[config.mk]
export PLATFORM = sky130hd
export DESIGN_NAME = uart_loader_flat
export DESIGN_NICKNAME = d
export VERILOG_FILES = /design/src/rtl/uart_loader_pkg.sv /design/src/rtl/uart_loader_if.sv /design/src/rtl/uart_loader_timeout.sv /design/src/rtl/uart_loader.sv /design/src/flat_wrapper.sv
export SDC_FILE = /design/constraint.sdc
export NUM_CORES = 1
export LEC_CHECK = 0
export BUFFER_PORTS_ARGS = -buffer_cell sky130_fd_sc_hd__buf_4
export CAP_MARGIN = 25
export CORE_ASPECT_RATIO = 1.2
export CORE_UTILIZATION = 53
export DETAILED_ROUTE_END_ITERATION = 6
export PLACE_DENSITY = 0.76
export SLEW_MARGIN = 20
export SYNTH_ARGS = -nofsm -noshare
export SYNTH_HDL_FRONTEND = slang
export SYNTH_HIERARCHICAL = 1
export SYNTH_SLANG_ARGS = --single-unit
export TNS_END_PERCENT = 100
[constraint.sdc]
create_clock -name clk -period 2.6 [get_ports clk]
set_input_delay 0.39 -clock clk [delete_from_list [all_inputs] [get_ports clk]]
set_output_delay 0.39 -clock clk [all_outputs]
set_load 0.03 [all_outputs]
[src/rtl/uart_loader_pkg.sv]
// Shared command/reply codes and FSM state encoding for the serial boot loader.
package uart_loader_pkg;

   localparam logic [7:0] CMD_LOAD = 8'h4C;
   localparam logic [7:0] CMD_GO   = 8'h47;
   localparam logic [7:0] ACK      = 8'h06;
   localparam logic [7:0] NAK      = 8'h15;
   localparam logic [7:0] RSP_HALT = 8'h48;

   localparam int STATE_W = 4;

   typedef enum logic [STATE_W-1:0] {
      IDLE   = 4'd0,
      L_AHI  = 4'd1,
      L_ALO  = 4'd2,
      L_LEN  = 4'd3,
      L_DATA = 4'd4,
      L_CSUM = 4'd5,
      G_AHI  = 4'd6,
      G_ALO  = 4'd7,
      RUN    = 4'd8,
      REPLY  = 4'd9
   } state_t;

   // States in which the inter-byte timeout is armed.
   function automatic logic in_frame(state_t s);
      return (s inside {L_AHI, L_ALO, L_LEN, L_DATA, L_CSUM, G_AHI, G_ALO});
   endfunction

endpackage

[src/rtl/uart_loader_if.sv]
// Bundles the loader's UART rx/tx, RAM write port and CPU control signals.
interface uart_loader_if #(
   parameter int addr_width = 9
);
   logic                  received;
   logic [7:0]            rx_byte;
   logic                  is_transmitting;
   logic [7:0]            tx_byte;
   logic                  transmit;
   logic [addr_width-1:0] l_waddr;
   logic [7:0]            l_dwrite;
   logic                  l_write_en;
   logic [addr_width-1:0] startaddr;
   logic                  cpu_start;
   logic                  cpu_running;
   logic                  halted;

   modport master (
      input  received, rx_byte, is_transmitting, halted,
      output tx_byte, transmit, l_waddr, l_dwrite, l_write_en,
             startaddr, cpu_start, cpu_running
   );

   modport slave (
      output received, rx_byte, is_transmitting, halted,
      input  tx_byte, transmit, l_waddr, l_dwrite, l_write_en,
             startaddr, cpu_start, cpu_running
   );
endinterface

[src/rtl/uart_loader_timeout.sv]
// Inter-byte watchdog: counts idle cycles while enabled, flags the timeout-th one.
module loader_timeout #(
   parameter int timeout = 1200000
) (
   input  logic clk,
   input  logic rst,
   input  logic en,
   input  logic clr,
   output logic expired
);
   localparam int CW = $clog2(timeout + 1);

   logic [CW-1:0] count_reg;

   // A clear in the same cycle suppresses expiry, so an arriving byte always wins.
   assign expired = en && !clr && (count_reg == CW'(timeout - 1));

   always_ff @(posedge clk or posedge rst) begin
      if (rst) begin
         count_reg <= '0;
      end else if (clr || !en) begin
         count_reg <= '0;
      end else if (!expired) begin
         count_reg <= count_reg + 1'b1;
      end
   end
endmodule

[src/rtl/uart_loader.sv]
// Serial boot monitor: loads program bytes into RAM, starts the CPU, reports halt.
module uart_loader
   import uart_loader_pkg::*;
#(
   parameter int addr_width = 9,
   parameter int timeout    = 1200000
) (
   input  logic          clk,
   input  logic          rst,
   uart_loader_if.master bus
);
   state_t                state_reg;
   logic [7:0]            addr_hi_reg;
   logic [addr_width-1:0] addr_reg;
   logic [7:0]            len_reg;
   logic [7:0]            csum_reg;
   logic [7:0]            reply_reg;
   logic                  go_pending_reg;
   logic [7:0]            tx_byte_reg;
   logic                  transmit_reg;
   logic [addr_width-1:0] l_waddr_reg;
   logic [7:0]            l_dwrite_reg;
   logic                  l_write_en_reg;
   logic [addr_width-1:0] startaddr_reg;
   logic                  cpu_start_reg;
   logic                  cpu_running_reg;
   logic                  expired;
   logic [15:0]           full_addr;

   assign full_addr = {addr_hi_reg, bus.rx_byte};

   loader_timeout #(.timeout(timeout)) u_timeout (
      .clk     (clk),
      .rst     (rst),
      .en      (in_frame(state_reg)),
      .clr     (bus.received),
      .expired (expired)
   );

   always_ff @(posedge clk or posedge rst) begin
      if (rst) begin
         state_reg       <= IDLE;
         addr_hi_reg     <= '0;
         addr_reg        <= '0;
         len_reg         <= '0;
         csum_reg        <= '0;
         reply_reg       <= '0;
         go_pending_reg  <= 1'b0;
         tx_byte_reg     <= '0;
         transmit_reg    <= 1'b0;
         l_waddr_reg     <= '0;
         l_dwrite_reg    <= '0;
         l_write_en_reg  <= 1'b0;
         startaddr_reg   <= '0;
         cpu_start_reg   <= 1'b0;
         cpu_running_reg <= 1'b0;
      end else begin
         transmit_reg   <= 1'b0;
         l_write_en_reg <= 1'b0;
         cpu_start_reg  <= 1'b0;
         if (expired) begin
            reply_reg <= NAK;
            state_reg <= REPLY;
         end else begin
            case (state_reg)
               IDLE: if (bus.received) begin
                  if (bus.rx_byte == CMD_LOAD)    state_reg <= L_AHI;
                  else if (bus.rx_byte == CMD_GO) state_reg <= G_AHI;
               end
               L_AHI: if (bus.received) begin
                  addr_hi_reg <= bus.rx_byte;
                  state_reg   <= L_ALO;
               end
               L_ALO: if (bus.received) begin
                  addr_reg  <= full_addr[addr_width-1:0];
                  state_reg <= L_LEN;
               end
               L_LEN: if (bus.received) begin
                  len_reg   <= bus.rx_byte;
                  csum_reg  <= bus.rx_byte;
                  state_reg <= (bus.rx_byte == 8'd0) ? L_CSUM : L_DATA;
               end
               L_DATA: if (bus.received) begin
                  l_waddr_reg    <= addr_reg;
                  l_dwrite_reg   <= bus.rx_byte;
                  l_write_en_reg <= 1'b1;
                  addr_reg       <= addr_reg + 1'b1;
                  csum_reg       <= csum_reg + bus.rx_byte;
                  len_reg        <= len_reg - 1'b1;
                  if (len_reg == 8'd1) state_reg <= L_CSUM;
               end
               L_CSUM: if (bus.received) begin
                  reply_reg <= (bus.rx_byte == csum_reg) ? ACK : NAK;
                  state_reg <= REPLY;
               end
               G_AHI: if (bus.received) begin
                  addr_hi_reg <= bus.rx_byte;
                  state_reg   <= G_ALO;
               end
               // startaddr settles one cycle ahead of the start pulse.
               G_ALO: if (go_pending_reg) begin
                  go_pending_reg  <= 1'b0;
                  cpu_start_reg   <= 1'b1;
                  cpu_running_reg <= 1'b1;
                  state_reg       <= RUN;
               end else if (bus.received) begin
                  startaddr_reg  <= full_addr[addr_width-1:0];
                  go_pending_reg <= 1'b1;
               end
               RUN: if (bus.halted) begin
                  cpu_running_reg <= 1'b0;
                  reply_reg       <= RSP_HALT;
                  state_reg       <= REPLY;
               end
               REPLY: if (!bus.is_transmitting) begin
                  tx_byte_reg  <= reply_reg;
                  transmit_reg <= 1'b1;
                  state_reg    <= IDLE;
               end
               default: state_reg <= IDLE;
            endcase
         end
      end
   end

   assign bus.tx_byte     = tx_byte_reg;
   assign bus.transmit    = transmit_reg;
   assign bus.l_waddr     = l_waddr_reg;
   assign bus.l_dwrite    = l_dwrite_reg;
   assign bus.l_write_en  = l_write_en_reg;
   assign bus.startaddr   = startaddr_reg;
   assign bus.cpu_start   = cpu_start_reg;
   assign bus.cpu_running = cpu_running_reg;
endmodule

[src/flat_wrapper.sv]
// flat-port wrapper written by rule: the top's interface ports become plain ports
module uart_loader_flat import uart_loader_pkg::*;
#(
   parameter int addr_width = 9,
   parameter int timeout    = 1200000
)
  (clk, rst, bus_received, bus_rx_byte, bus_is_transmitting, bus_halted, bus_tx_byte, bus_transmit, bus_l_waddr, bus_l_dwrite, bus_l_write_en, bus_startaddr, bus_cpu_start, bus_cpu_running);
  uart_loader_if #(.addr_width(addr_width)) bus_i ();
  input  logic clk;
  input  logic rst;
  input wire logic [$bits(bus_i.received)-1:0] bus_received;
  input wire logic [$bits(bus_i.rx_byte)-1:0] bus_rx_byte;
  input wire logic [$bits(bus_i.is_transmitting)-1:0] bus_is_transmitting;
  input wire logic [$bits(bus_i.halted)-1:0] bus_halted;
  output wire logic [$bits(bus_i.tx_byte)-1:0] bus_tx_byte;
  output wire logic [$bits(bus_i.transmit)-1:0] bus_transmit;
  output wire logic [$bits(bus_i.l_waddr)-1:0] bus_l_waddr;
  output wire logic [$bits(bus_i.l_dwrite)-1:0] bus_l_dwrite;
  output wire logic [$bits(bus_i.l_write_en)-1:0] bus_l_write_en;
  output wire logic [$bits(bus_i.startaddr)-1:0] bus_startaddr;
  output wire logic [$bits(bus_i.cpu_start)-1:0] bus_cpu_start;
  output wire logic [$bits(bus_i.cpu_running)-1:0] bus_cpu_running;
  assign bus_i.received = bus_received;
  assign bus_i.rx_byte = bus_rx_byte;
  assign bus_i.is_transmitting = bus_is_transmitting;
  assign bus_i.halted = bus_halted;
  assign bus_tx_byte = bus_i.tx_byte;
  assign bus_transmit = bus_i.transmit;
  assign bus_l_waddr = bus_i.l_waddr;
  assign bus_l_dwrite = bus_i.l_dwrite;
  assign bus_l_write_en = bus_i.l_write_en;
  assign bus_startaddr = bus_i.startaddr;
  assign bus_cpu_start = bus_i.cpu_start;
  assign bus_cpu_running = bus_i.cpu_running;
  uart_loader #(.addr_width(addr_width), .timeout(timeout)) u_core (.clk(clk), .rst(rst), .bus(bus_i));
endmodule
* Yosys cells after proc, flatten, opt, wreduce, memory -nomap -nowiden
Index checks and enable logic that the tools add are counted.
** Storage, ports and cells
- Latch bits :: 0
- Bits in writable memories :: 0
- Input bits :: 13
- Logic and storage cells :: 122
- Memory bits (read-only) :: 0
- Register bits after elaboration :: 98
- Memories kept :: 0
** Operators by class
- Equality and inequality tests :: 32
- $add $sub $neg :: 4
- $mul :: 0
- Multiplexer cells :: 44
- Divide/modulo/power cells :: 0
- Magnitude comparators :: 0
- Shift operators :: 0
- Bitwise operators :: 3
- Reductions and logical operators :: 23
** Operators with widths (count)
- two-way mux 4 bit :: 14
- two-way mux 8 bit :: 6
- one-hot mux 8 bit (2 select lines) :: 3
- two-way mux 21 bit :: 2
- one-hot mux 4 bit (10 select lines) :: 1
- != test 3 x 2 -> 1 bit, second input constant :: 10
- adder 21 x 1 -> 21 bit, second input constant :: 1
- == test 21 bit, second input constant :: 1
- two-way mux 9 bit :: 2
- one-hot mux 9 bit (2 select lines) :: 1
- == test 4 x 3 -> 1 bit, second input constant :: 4
- == test 8 x 7 -> 1 bit, second input constant :: 2
- AND reduction 4 bit :: 4
- two-way mux 1 bit :: 13
- AND reduction 12 bit :: 1
- AND reduction 3 bit :: 4
- != test 2 bit, second input constant :: 5
- adder 9 x 1 -> 9 bit, second input constant :: 1
- adder 8 bit :: 1
- == test 4 x 2 -> 1 bit, second input constant :: 2
- == test 4 bit, second input constant :: 2
- == test 8 x 1 -> 1 bit, second input constant :: 1
- == test 8 bit :: 1
- zero test 8 bit :: 1
- 17 further kinds :: 23

* Depth between registers and ports, before layout
Gate-level depths: netlist of the first run.
- Word-level depth :: 6
- Mapped depth :: 13

* Modules after synthesis
The synthesis of the first run kept the hierarchy.
** Modules (own cells, without submodules)
- uart_loader :: cells an instance 385, sequential area each 1726.7 µm², area an instance 3682.3 µm², instances 1
- loader_timeout :: cells an instance 125, sequential area each 525.5 µm², area an instance 1159.9 µm², instances 1

* Worst setup path after synthesis of the first run
OpenSTA, ideal clock, no wires.
- Kind :: register -> register
- Start :: register u_core.state_reg[1]
- End :: register u_core.state_reg[0]
- Path buffers :: 4
- Stages on the path, launching flop included :: 13
- Data arrival time :: 2.721 ns
- Setup time :: 0.125 ns
- Slack :: -0.246 ns
- Required time :: 2.475 ns
- Clock period less this slack :: 2.846 ns
- Cells stage by stage :: dfrtp_1 > clkbuf_1 > nor3_1 > nor2_1 > or2b_2 > buf_6 > buf_6 > nor2_1 > clkbuf_1 > nand3b_1 > o211ai_1 > a211o_1 > mux2_2
** Between the ends
- Cells in the longest elaborated chain, start to end :: 6
- Elaborated cells on any way between the ends :: 28
** Ends and longest elaborated chain
- from (decl) :: line uart_loader.sv:12 : state_t state_reg;
- from (signal assigned) :: line uart_loader.sv:81 : state_reg <= (bus.rx_byte == 8'd0) ? L_CSUM : L_DATA;
- == test 4 x 1 -> 1 bit, or another cell as far along :: line uart_loader_pkg.sv:27 : return (s inside {L_AHI, L_ALO, L_LEN, L_DATA, L_CSUM, G_AHI, G_ALO});
- nonzero test 7 bit * :: line uart_loader_pkg.sv:27
- logical AND 1 bit * (2 in a row) :: line uart_loader_timeout.sv:16 : assign expired = en && !clr && (count_reg == CW'(timeout - 1));
- named net u_core.expired :: line uart_loader.sv:27 : logic expired;
- != test 4 x 1 -> 1 bit (no source line), or another cell as far along
- AND reduction 12 bit (no source line)
Mark *: on every way through the listed nets, which the timed path passes. The rest lies on a longest branch.
A chain may end at the register's enable or synchronous reset.

* Final worst setup path of the first run
- Start :: register u_core.u_timeout.count_reg[13]
- End :: register u_core.state_reg[0]
** Between the ends
- Cells in the longest elaborated chain, start to end :: 4
- Elaborated cells on any way between the ends :: 16
** Ends and longest elaborated chain
- from (decl) :: line uart_loader_timeout.sv:13 : logic [CW-1:0] count_reg;
- from (signal assigned) :: line uart_loader_timeout.sv:24 : count_reg <= count_reg + 1'b1;
- == test 21 bit * :: line uart_loader_timeout.sv:16
- logical AND 1 bit * :: line uart_loader_timeout.sv:16
- named net u_core.expired :: line uart_loader.sv:27
- != test 4 x 1 -> 1 bit (no source line), or another cell as far along
- AND reduction 12 bit (no source line)
Marks and branches as above.

==> results_dict.tcl, run 1 <==
set metrics [dict create \
    finalMaxSlewViolations 0 \
    antenna_found_initial 0 \
    clock_latency_ns 0.37 \
    post-route-period-util_pct 92.9 \
    synth_edf_count 0 \
    grt_pass1_vias 4007 \
    hold_viol 0 \
    critPathMaxStageDelay_ns 0.45 \
    rrSetupSlack_ns 0.19 \
    routabilityCongestion 0.883 \
    h-tree-depth 3 \
    routed_wl_um 11600 \
    fin_nets 597 \
    fmax_ghz 0.414 \
    max_cap_violations 0 \
    synth_area_per_cell_um2 9.49 \
    hold_class "in -> async" \
    combinationalPowerShare_pct 47.6 \
    syn-cell-area_mm2 0.00484 \
    post-route-drc-count 0 \
    antenna_cells 0 \
    num_rows 37 \
    cts_buffer_depth 2 \
    reg2reg_to "u_core/state_reg[0]" \
    dp_hpwl_um 8130 \
    drive_above_1_share_pct 23.7 \
    synth_seq_cells 90 \
    portBuffers 48 \
    p_seq_share_pct 35.5 \
    wire_per_inst_um 16.7 \
    intPower_mw 3.70 \
    power.total_mw 6.39 \
    placed_area_mm2 0.00547 \
    track_usage_pct 25.7 \
    synth_ff_type "dfrtp_1" \
    final_common_cell "dfrtp_1" \
    worst_setup_path_end_kind "register" \
    grt_max_degree 33 \
    cp_common_cell "nor4b_2" \
    relSlewSlack_pct 46.3 \
    worstPathArrival_ns 2.67 \
    power.leakage_nw 2.54 \
    syn2layout_area_growth_pct 18.7 \
    crit_chain "nor4b_2 -> and4_1 -> nand2_1 -> nor2_4 -> nor4b_2 -> o21ai_0 -> o211ai_1 -> a211o_1 -> mux2_2" \
    required_ns 2.86 \
    synth.distinct_cells 67 \
    clock_sinks 90 \
    cts_root_buffer "clkbuf_8" \
    drt-pass1-iter-count 5 \
    status "finished, final reports clean" \
    clk_pin_slew_ns 0.10 \
    grt_pass1_wl_um 18800 \
    start_util_pct 55.6 \
    post-route-min-period_ns 2.41 \
    r2r-start "u_core/u_timeout/count_reg[13]" \
    p_per_area_mw_per_mm2 1110 \
    yosysWarnings 6 \
    ys_seq_area_share_pct 46.5 \
    clkPwrFrac_pct 16.9 \
    synthCells 510 \
    vias 4209 \
    ant_nets 0 \
    p_sw_mw 2.69 \
    critical_path_class "reg -> reg" \
    grt_overflow 0 \
    finalInstanceArea_mm2 0.00575 \
    die_w_um 89.3 \
    totalNegativeSetupSlack_ns 0 \
    tightest_slew_ns 0.805 \
    cts_buffers 9 \
    viasPerCell 6.06 \
    first_iter_violations 248 \
    dieArea_mm2 0.00952 \
    rsz0062_at_grt "no" \
    final_cell_mix "dfrtp_1, buf_4, nand2_1, o21ai_0, nor2_1" \
    path_max_fanout 6 \
    r2r_cells 9 \
    ioPinCount 51 \
    peakVddDrop_mv 0.735 \
    setup_viol 0 \
    skew_ns 0.0161 \
    fp.coreArea_mm2 0.00870 \
    synthArstFlopShare_pct 100 \
    crit_slowest_cell "dfrtp_1" \
    tritoncts "done" \
    switching_share_pct 42.1 \
    largest_reg_flops 21 \
    die_y_um 107 \
    cp-start-kind "register" \
]
metal layers:
metal  GRT usage (%)  wire length [um]  vias up
met5               0                 0        -
li1                -                 -     2007
met3            4.54               569       33
met4            10.4               303        0
met1            32.4              4880     2036
met2            43.0              5800      133
repair_timing:
item                                    in CTS  in global routing
hold buffers                                 0                  0
endpoints found under the setup margin       0                 24
gates resized for setup                      0                  6
buffers inserted                             0                  1
layout make-up:
cell class / count / area (um2)
clock inverters: 6 / 96.3
inverters: 15 / 56.3
fillers: 741 / 2960
well taps: 117 / 146
clock buffers: 10 / 128
repair buffers: 75 / 592
multi-input cells: 381 / 2480
flip-flops and latches: 90 / 2250
cell usage after synthesis, types with 3 or more instances:
master	number	area (um2)
and3b_1	3	26.3
and2_1	5	31.3
nand3_1	22	110
nor4b_1	4	35.0
dfrtp_1	90	2250
clkbuf_1	16	60.1
a211oi_1	5	37.5
nand2b_1	5	31.3
ha_1	11	138
mux2i_1	5	50.1
or4_1	7	52.6
o31ai_1	3	22.5
a21o_1	3	22.5
nor3b_1	3	22.5
nor3_1	21	105
o22ai_1	3	18.8
mux2_2	27	304
nor2b_1	5	31.3
nand3b_1	3	22.5
and3_1	4	25.0
or3_1	5	31.3
o21a_1	3	22.5
inv_1	14	52.6
o211ai_1	3	22.5
o21ai_0	48	240
xnor2_1	3	26.3
a22oi_1	3	22.5
nor4_1	5	31.3
nand2_1	50	188
a31oi_1	11	68.8
a21oi_1	31	155
nor2_1	35	131
buf_4	4	30.0
and4_1	3	26.3
nand4_1	7	43.8
worst max-delay path: cells and delay by family, from the launching register on:
kind,cells,cell delay (ns)
AOI/OAI and AO/OA,3,0.59
and+or+nand+nor,5,0.98
muxes,1,0.29
DFF,1,0.45
stage by stage:
| step | utilization, % | std cells | hold slack, ns | worst slack, ns |
|---|---|---|---|---|
| final | 66.0 | 694 | 0.0439 | 0.186 |
| after global routing | 66.0 | 694 | 0.0840 | 0.00615 |
| after CTS | 65.4 | 692 | 0.0486 | 0.0455 |
| after detailed placement | 62.8 | 676 | 0.452 | 0.0646 |
| after global placement | 62.8 | 676 | 0.441 | 0.186 |
| after floorplan | - | 511 | 0.367 | 0.00622 |
power by group through the flow:
stage / sequential, mW / combinational, mW / clock, mW
6_report: 2.27 / 3.04 / 1.08
5_1_grt: 2.33 / 3.34 / 1.15
4_1_cts: 2.26 / 3.01 / 1.10
3_5_place_dp: 2.28 / 2.99 / 0
3_3_place_gp: 2.26 / 2.91 / 0
2_1_floorplan: 2.63 / 1.71 / 0
kinds of logic (layout without fill, tap and decap cells):
kind of cell	Yosys count	in the layout	synth area share, %
simple gates	195	195	21.0
xor+xnor	5	5	0.905
fa+ha+maj	12	12	3.26
flops	90	90	46.5
compound gates	135	135	17.2
buf+inv	40	106	3.77
mux	32	32	7.31
other cells	1	2	0.0774
worst max-delay path by stage:
stage,slack (ns),start,endpoint,cells after the start
after floorplan,0.006,u_core/state_reg[1],u_core/state_reg[0],12
after global placement,0.19,u_core/u_timeout/count_reg[13],u_core/addr_reg[0],10
after detailed placement,0.06,u_core/u_timeout/count_reg[0],u_core/state_reg[0],10
after CTS,0.05,u_core/u_timeout/count_reg[0],u_core/state_reg[0],10
after global routing,0.006,u_core/u_timeout/count_reg[13],u_core/state_reg[2],9
final,0.19,u_core/u_timeout/count_reg[13],u_core/state_reg[0],9
No activity file was read; power rests on OpenSTA's default activity.
==> inputs of run 2 (changes only) <==
- HOLD_SLACK_MARGIN: default -> 0.15
==> run 2 against run 1 <==
  * Clock skew about the same
  * Utilization increased by 0.11 points
  * Flip-flop and latch count unchanged
  * Clock power about the same
  * Largest power group unchanged
  * Design area increased by 0.17%
  * Largest cell class unchanged
  * Die area unchanged
  * First-iteration DRC count decreased by 6.5%
  * Critical path depth unchanged
  * Combinational power about the same
==> results_dict.tcl, run 2 (synthesized netlist as in run 1, its figures left out) <==
set metrics [dict create \
    switching_share_pct 42.1 \
    grt_pass1_wl_um 18800 \
    ant_nets 0 \
    die_w_um 89.3 \
    worstHoldEndpoint "u_core/csum_reg[7]" \
    nFillCells 740 \
    fin_nets 598 \
    post-route-period-util_pct 93.0 \
    post-route-drc-count 0 \
    die_y_um 107 \
    fin_hold_ws_ns 0.326 \
    worstPathArrival_ns 2.67 \
    status "finished, final reports clean" \
    largest_reg_flops 21 \
    ioPinCount 51 \
    finalInstanceArea_mm2 0.00576 \
    final_cells 695 \
    num_rows 37 \
    hold_viol 0 \
    place_inst 676 \
    tightest_slew_ns 0.805 \
    fmax_ghz 0.413 \
    dieArea_mm2 0.00952 \
    cp-start-kind "register" \
    seq_area_mm2 0.00225 \
    intPower_mw 3.70 \
    power.leakage_nw 2.54 \
    relSlewSlack_pct 46.3 \
    clock_sinks 90 \
    p_sw_mw 2.69 \
    finalMaxSlewViolations 0 \
    worst_setup_path_end_kind "register" \
    antenna_cells 0 \
    dp_hpwl_um 8130 \
    critical_path_class "reg -> reg" \
    wire_per_inst_um 16.7 \
    rsz0062_at_grt "no" \
    skew_ns 0.0159 \
    drive_above_1_share_pct 23.7 \
    vias 4208 \
    peakVddDrop_mv 0.732 \
    drt-pass1-iter-count 4 \
    first_iter_violations 232 \
    cts_buffers 9 \
    hold_class "in -> reg" \
    multi_input_area_mm2 0.00248 \
    start_util_pct 55.6 \
    placed_area_mm2 0.00547 \
    max_cap_violations 0 \
    post-route-min-period_ns 2.42 \
    grt_overflow 0 \
    routed_wl_um 11600 \
    final_cell_mix "dfrtp_1, buf_4, nand2_1, o21ai_0, nor2_1" \
    setup_viol 0 \
    clkPwrFrac_pct 16.9 \
    routabilityCongestion 0.883 \
    clock_latency_ns 0.37 \
    h-tree-depth 3 \
    totalNegativeSetupSlack_ns 0 \
    r2r_cells 9 \
    p_per_area_mw_per_mm2 1110 \
    final_common_cell "dfrtp_1" \
    min-delay-start "bus_rx_byte[7]" \
    tritoncts "done" \
    track_usage_pct 25.7 \
    grt_pass1_vias 4013 \
    path_max_fanout 6 \
    p_seq_share_pct 35.5 \
    viasPerCell 6.05 \
    grt_max_degree 33 \
    rrSetupSlack_ns 0.18 \
    holdPathStages 2 \
    r2r-start "u_core/u_timeout/count_reg[13]" \
    fp.coreArea_mm2 0.00870 \
    syn2layout_area_growth_pct 18.9 \
    portBuffers 48 \
    cts_buffer_depth 2 \
    antenna_found_initial 0 \
    cts_root_buffer "clkbuf_8" \
    combinationalPowerShare_pct 47.7 \
    clk_pin_slew_ns 0.10 \
    required_ns 2.86 \
    reg2reg_to "u_core/state_reg[0]" \
]
-- run 2: how the worst max path moves through the flow --
| stage | from | to | slack (ns) | cells past startpoint |
|---|---|---|---|---|
| final | u_core/u_timeout/count_reg[13] | u_core/state_reg[0] | 0.18 | 9 |
| after global routing | u_core/u_timeout/count_reg[13] | u_core/state_reg[2] | 0.006 | 9 |
| after CTS | u_core/u_timeout/count_reg[0] | u_core/state_reg[0] | 0.05 | 10 |
| after detailed placement | u_core/u_timeout/count_reg[0] | u_core/state_reg[0] | 0.06 | 10 |
| after global placement | u_core/u_timeout/count_reg[13] | u_core/addr_reg[0] | 0.19 | 10 |
| after floorplan | u_core/state_reg[1] | u_core/state_reg[0] | 0.006 | 12 |
-- run 2: per-stage QoR --
step                      total power [mW]  setup WS (ns)  utilization (%)
after floorplan                       4.34        0.00622                -
after global placement                5.17          0.186             62.8
after detailed placement              5.27         0.0646             62.8
after CTS                             6.38         0.0455             65.5
after global routing                  6.83        0.00615             66.1
final                                 6.39          0.182             66.1
-- run 2: power by group through the flow --
stage / registers (mW) / logic, mW / clock network [mW]
2_1_floorplan: 2.63 / 1.71 / 0
3_3_place_gp: 2.26 / 2.91 / 0
3_5_place_dp: 2.28 / 2.99 / 0
4_1_cts: 2.26 / 3.01 / 1.10
5_1_grt: 2.33 / 3.34 / 1.15
6_report: 2.27 / 3.05 / 1.08
-- run 2: critical path, stage by stage (launching register included) --
cell      delay (ns)
dfrtp_1         0.45
nor4b_2         0.33
and4_1          0.28
nand2_1         0.12
nor2_4          0.18
nor4b_2         0.08
o21ai_0         0.12
o211ai_1        0.16
a211o_1         0.31
mux2_2          0.29
-- run 2: metal layers --
| metal | share of wire [%] | wire (um) | vias to the layer above | global-route usage, % |
|---|---|---|---|---|
| met4 | 2.4 | 281 | 0 | 10.4 |
| met3 | 5.4 | 621 | 27 | 4.54 |
| met2 | 50 | 5830 | 142 | 43.1 |
| met5 | 0 | 0 | - | 0 |
| met1 | 42 | 4860 | 2028 | 32.4 |
| li1 | - | - | 2011 | - |
-- run 2: what timing repair did --
action / CTS / global route
gates resized for setup: 0 / 6
setup buffers: 0 / 1
hold endpoints to repair: 21 / 0
setup endpoints to repair: 0 / 24
hold buffers: 1 / 0
-- run 2: final cells by class --
type | instances | area share [%]
clock buffers | 10 | 2.22
clock inverters | 6 | 1.67
inverters | 15 | 0.978
multi-input cells | 381 | 43.0
flip-flops and latches | 90 | 39.1
well taps | 117 | 2.54
repair buffers | 76 | 10.5
